**src/rtl/intersection_phase_scheduler.sv**
```systemverilog
// Four-approach round-robin intersection phase scheduler: green -> yellow -> all-red per grant.
// Define EMERGENCY_PREEMPT_EN to add emergency preemption inputs emerg_req / emerg_id.
module intersection_phase_scheduler #(
  parameter int unsigned TICK_DIV  = 4,
  parameter int unsigned MIN_GREEN = 5,
  parameter int unsigned MAX_GREEN = 10,
  parameter int unsigned YELLOW_T  = 3,
  parameter int unsigned ALLRED_T  = 1,
  parameter int unsigned TW        = 28
) (
  input  logic        clk,
  input  logic        rst_n,
  input  logic [3:0]  req,
`ifdef EMERGENCY_PREEMPT_EN
  input  logic        emerg_req,
  input  logic [1:0]  emerg_id,
`endif
  output logic [11:0] light,
  output logic        grant_valid,
  output logic [1:0]  grant_id,
  output logic [3:0]  pending,
  output logic        phase_start
);

  localparam logic [2:0] LampR = 3'b100;
  localparam logic [2:0] LampY = 3'b010;
  localparam logic [2:0] LampG = 3'b001;

  typedef enum logic [1:0] {StIdle, StGreen, StYellow, StAllred} state_e;

  state_e        state_q, state_d;
  logic [TW-1:0] div_q, div_d;
  logic [TW-1:0] timer_q, timer_d;
  logic [1:0]    grant_q, grant_d;
  logic [1:0]    last_q, last_d;
  logic [3:0]    pending_q, pending_d;
  logic          phase_start_q;

  logic          tick;
  logic          min_done, max_done, yellow_done, allred_done;
  logic [1:0]    winner, cand, green_id;
  logic          found, enter_green;
  logic [3:0]    grant_mask, clear_mask, others;
  logic          emerg_on;
  logic [1:0]    emerg_tgt;

`ifdef EMERGENCY_PREEMPT_EN
  assign emerg_on  = emerg_req;
  assign emerg_tgt = emerg_id;
`else
  assign emerg_on  = 1'b0;
  assign emerg_tgt = 2'd0;
`endif

  assign grant_valid = (state_q == StGreen) || (state_q == StYellow);
  assign grant_id    = grant_q;
  assign pending     = pending_q;
  assign phase_start = phase_start_q;

  // A phase of N ticks is complete on the tick where the timer still reads N-1.
  assign tick        = (div_q == TW'(TICK_DIV - 1));
  assign min_done    = tick && (timer_q >= TW'(MIN_GREEN - 1));
  assign max_done    = tick && (timer_q >= TW'(MAX_GREEN - 1));
  assign yellow_done = tick && (timer_q >= TW'(YELLOW_T - 1));
  assign allred_done = tick && (timer_q >= TW'(ALLRED_T - 1));

  assign grant_mask = grant_valid ? (4'b0001 << grant_q) : 4'b0000;
  assign others     = pending_q & ~grant_mask;

  // Round-robin search starting just after the last served approach.
  always_comb begin
    winner = last_q;
    found  = 1'b0;
    cand   = 2'd0;
    for (int k = 1; k <= 4; k++) begin
      cand = last_q + 2'(k);
      if (!found && pending_q[cand]) begin
        winner = cand;
        found  = 1'b1;
      end
    end
  end

  always_comb begin
    state_d     = state_q;
    grant_d     = grant_q;
    last_d      = last_q;
    enter_green = 1'b0;
    green_id    = winner;
    unique case (state_q)
      StIdle: begin
        if (emerg_on) begin
          enter_green = 1'b1;
          green_id    = emerg_tgt;
        end else if (|pending_q) begin
          enter_green = 1'b1;
        end
      end
      StGreen: begin
        if (emerg_on) begin
          // Foreign emergency cuts green short; own emergency holds green indefinitely.
          if ((emerg_tgt != grant_q) && tick) state_d = StYellow;
        end else if (min_done && (|others) && (!req[grant_q] || max_done)) begin
          state_d = StYellow;
        end
      end
      StYellow: begin
        if (yellow_done) state_d = StAllred;
      end
      StAllred: begin
        if (allred_done) begin
          if (emerg_on) begin
            enter_green = 1'b1;
            green_id    = emerg_tgt;
          end else if (|pending_q) begin
            enter_green = 1'b1;
          end else begin
            state_d = StIdle;
          end
        end
      end
      default: state_d = StIdle;
    endcase
    if (enter_green) begin
      state_d = StGreen;
      grant_d = green_id;
      if (!emerg_on) last_d = green_id;
    end
  end

  assign clear_mask = enter_green ? (4'b0001 << green_id) : 4'b0000;
  // Clear on green entry wins over a same-clock set.
  assign pending_d  = (pending_q | (req & ~grant_mask)) & ~clear_mask;

  always_comb begin
    div_d   = div_q;
    timer_d = timer_q;
    if (state_d != state_q) begin
      div_d   = '0;
      timer_d = '0;
    end else begin
      div_d = tick ? '0 : div_q + 1'b1;
      // Saturate so a long rest in green cannot wrap back below the thresholds.
      if (tick && (timer_q != '1)) timer_d = timer_q + 1'b1;
    end
  end

  always_ff @(posedge clk or negedge rst_n) begin
    if (!rst_n) begin
      state_q       <= StIdle;
      div_q         <= '0;
      timer_q       <= '0;
      grant_q       <= 2'd0;
      last_q        <= 2'd3;
      pending_q     <= 4'b0000;
      phase_start_q <= 1'b0;
    end else begin
      state_q       <= state_d;
      div_q         <= div_d;
      timer_q       <= timer_d;
      grant_q       <= grant_d;
      last_q        <= last_d;
      pending_q     <= pending_d;
      phase_start_q <= enter_green;
    end
  end

  always_comb begin
    light = {LampR, LampR, LampR, LampR};
    for (int i = 0; i < 4; i++) begin
      if (grant_valid && (grant_q == 2'(i))) begin
        light[3*i +: 3] = (state_q == StGreen) ? LampG : LampY;
      end
    end
  end

  logic [3:0] red_bits;
  assign red_bits = {light[11], light[8], light[5], light[2]};

  a_one_active: assert property (@(posedge clk) disable iff (!rst_n) $onehot0(~red_bits));
  a_grant_lit:  assert property (@(posedge clk) disable iff (!rst_n) grant_valid == !(&red_bits));

endmodule

```
**config.mk**
```make
export PLATFORM = sky130hd
export DESIGN_NAME = intersection_phase_scheduler
export DESIGN_NICKNAME = d
export VERILOG_FILES = /design/src/rtl/intersection_phase_scheduler.sv
export SDC_FILE = /design/constraint.sdc
export NUM_CORES = 1
export LEC_CHECK = 0
export BUFFER_PORTS_ARGS = -buffer_cell sky130_fd_sc_hd__buf_2
export CELL_PAD_IN_SITES_DETAIL_PLACEMENT = 1
export CELL_PAD_IN_SITES_GLOBAL_PLACEMENT = 1
export CORE_MARGIN = 2
export CORE_UTILIZATION = 45
export CTS_BUF_LIST = sky130_fd_sc_hd__clkbuf_8
export DETAILED_ROUTE_END_ITERATION = 8
export PLACE_DENSITY_LB_ADDON = 0.1
export SYNTH_ARGS = -nofsm -noshare
export SYNTH_HDL_FRONTEND = slang
export SYNTH_SLANG_ARGS = --single-unit
```
**constraint.sdc**
```tcl
create_clock -name clk -period 5.3 [get_ports clk]
set_input_delay 1.59 -clock clk [delete_from_list [all_inputs] [get_ports clk]]
set_output_delay 1.59 -clock clk [all_outputs]
set_load 0.01 [all_outputs]
```
==> reports/results.ini <==
[route]
drc_errors=0
wire_per_inst_um=16.9
vias_per_cell=5.60
vias=3159
ant_nets=0
firstDrtPassIters=4
first_iter_violations=71
wl_um=9550

[floorplanning]
die_area_um2=10100
die_width_um=101
initial_utilization_pct=45.8
num_rows=35
coreArea_um2=9150
die_h_um=101
pin_count=26

[min_path]
hold_path.class=reg -> reg

[pwr]
ir_drop_mv=0.129
p_per_area_nw_per_um2=385
cellLeakagePower_nw=1.89

[synth]
ys_types=49
syn_inst=423
yosys_register_bits=67
postSynth.asyncResetShare_pct=100
synthFlopType=dfrtp_1
seq_area_frac_synth_pct=40.0
yosys_warnings=0
synth-edff-count=0
mappedNetlistNets=438
synth.avg_cell_area_um2=9.91
syn_area_um2=4190

[placed_design]
gp_congestion=0.831
dp.cells=548
dpl.hpwl_um=6900
port_buffers=25

[worst_setup_path]
cpMaxStageDelayCell=buf_4
path_max_fanout=23
start_kind=primary input
crit_required_ns=5.50
crit_type=in -> reg
cp_top_family=buffers and inverters
crit_arrival_ns=4.06
cp_cell_sequence=buf_2 -> mux4_2 -> o211ai_1 -> a2111oi_4 -> o31ai_1 -> nand4_1 -> nand3_4 -> buf_4 -> nor3_1
worst-path-buf-inv=2
end_kind=flip-flop
max_stage_delay_ns=0.58

[global_route]
grtUsageTotal_pct=20.7
grt_pass1_wl_um=16500
grt_pass1_vias=3349
antenna_found_initial=0
grt_max_degree=42
overflow=0

[clock_tree]
cts_made_buffers=9
cts_root_buf=clkbuf_8
clkTransAtPathRegs_ns=0.07
ctsHoldBuffers=0
cts_setup_buffers=0
clock_latency_ns=0.34
htreeDepth=3
cts_num_sinks=67
clockBufferDepth=2
cts_repair_resize_count=0
cts_tree=built

[sta]
fin_skew_ns=0.00899
setup_viol=0
max_freq_ghz=0.259
finalHoldViolCount=0
fin_crit_sh_pct=72.7
hold_ws_ns=0.500
rsz0062_at_grt=false
tightest_slew_ns=0.961
fin_tns_setup_ns=0
layout_min_cycle_time_ns=3.86
slew_headroom_pct=35.9
drv_slew=0

[layout]
multi_input_area_um2=2330
seqCellArea_um2=1680
final_common_cell=dfrtp_1
areaGrowthSynthToFinish_pct=8.08
antenna_cells=0
final_cell_mix=dfrtp_1, nor2_1, nor2_4, nand2_1, xnor2_1
final_cells=564
fillers=1066
post-route-util_pct=49.5
layout.nets=463
drive_gt1_share_pct=20.8

[flow_run]
maxCapViolations=0

[run_status]
status=complete, no violations

[layout make-up]
class,count,area share (%)
inverter,17,1.41
multi-input combinational,325,51.5
sequential,67,37.0
clock buffer,10,3.04
clock inverter,6,0.718
tap,111,3.06
timing repair buffer,28,3.26
[cells in the mapped netlist, types with 7 or more instances]
master	n	area share (%)
a21oi_1	12	1.4
dfrtp_1	65	39
nand4_1	13	1.9
nor2_4	39	10
xor2_1	24	5.0
and3_1	12	1.8
inv_1	17	1.5
nor4_1	14	2.1
nand3_1	24	2.9
xnor2_1	29	6.1
nand2_1	30	2.7
and4_1	7	1.5
nor3_1	15	1.8
ha_1	9	2.7
nor2_1	43	3.8
[stage by stage]
| stage | worst slack [ns] | area (µm²) | power, mW |
|---|---|---|---|
| after CTS | 1.44 | 4530 | 1.77 |
| after detailed placement | 1.08 | 4360 | 1.39 |
| after global routing | 1.28 | 4530 | 1.87 |
| final | 1.44 | 4530 | 1.74 |
| after floorplan | 2.04 | 4190 | 1.28 |
| after global placement | 1.19 | 4360 | 1.37 |
[logic make-up (layout without fill, tap and decap cells)]
logic type | count (synthesis) | after routing | share of synthesized area, %
compound gates | 36 | 36 | 6.65
xor+xnor | 53 | 53 | 11.1
fa+ha+maj | 9 | 9 | 2.69
buf+inv | 31 | 61 | 4.62
flops | 67 | 67 | 40.0
mux | 5 | 5 | 1.49
simple gates | 222 | 222 | 33.4
[power breakdown]
group | leakage, nW | internal [mW] | switching, mW
clock | 0.0970 | 0.178 | 0.200
combinational | 0.899 | 0.212 | 0.492
sequential | 0.898 | 0.572 | 0.0897
total | 1.89 | 0.963 | 0.782
[flip-flops by register name (all words and copies together) (netlist names)]
signal       count
grant_id         2
phase_start      1
pending          4
div_q           28
last_q           2
timer_q         28
state_q          2
[final timing paths]
kind	slack, ns	cells past startpoint	startpoint	end
worst min register to register	0.50	1	div_q[0]	div_q[0]
worst max-delay path	1.44	9	req[3]	div_q[2]
worst max register to register	1.85	9	div_q[0]	div_q[2]
max in group asynchronous	2.98	2	rst_n	timer_q[26]
min in group asynchronous	1.39	1	rst_n	pending[2]
worst min-delay path	0.50	1	div_q[0]	div_q[0]
[layer usage]
layer  wire length (µm)  share of wire, %  GRT usage (%)  up-vias
met5                  0                 0              0        -
met3                197               2.1           3.61        9
met4                106               1.1           5.90        0
li1                   -                 -              -     1524
met2               4850                51           35.6       34
met1               4390                46           26.8     1592
[worst register-to-register path: stages (launching register included)]
cell and delay (ns):
dfrtp_1 0.39, ha_1 0.22, nor4b_1 0.26, nand4_1 0.25, o31a_1 0.36, nand2b_1 0.37, a311oi_2 0.38, nand3_4 0.40
buf_4 0.47, nor3_1 0.27
No activity file was read; power rests on OpenSTA's default activity.
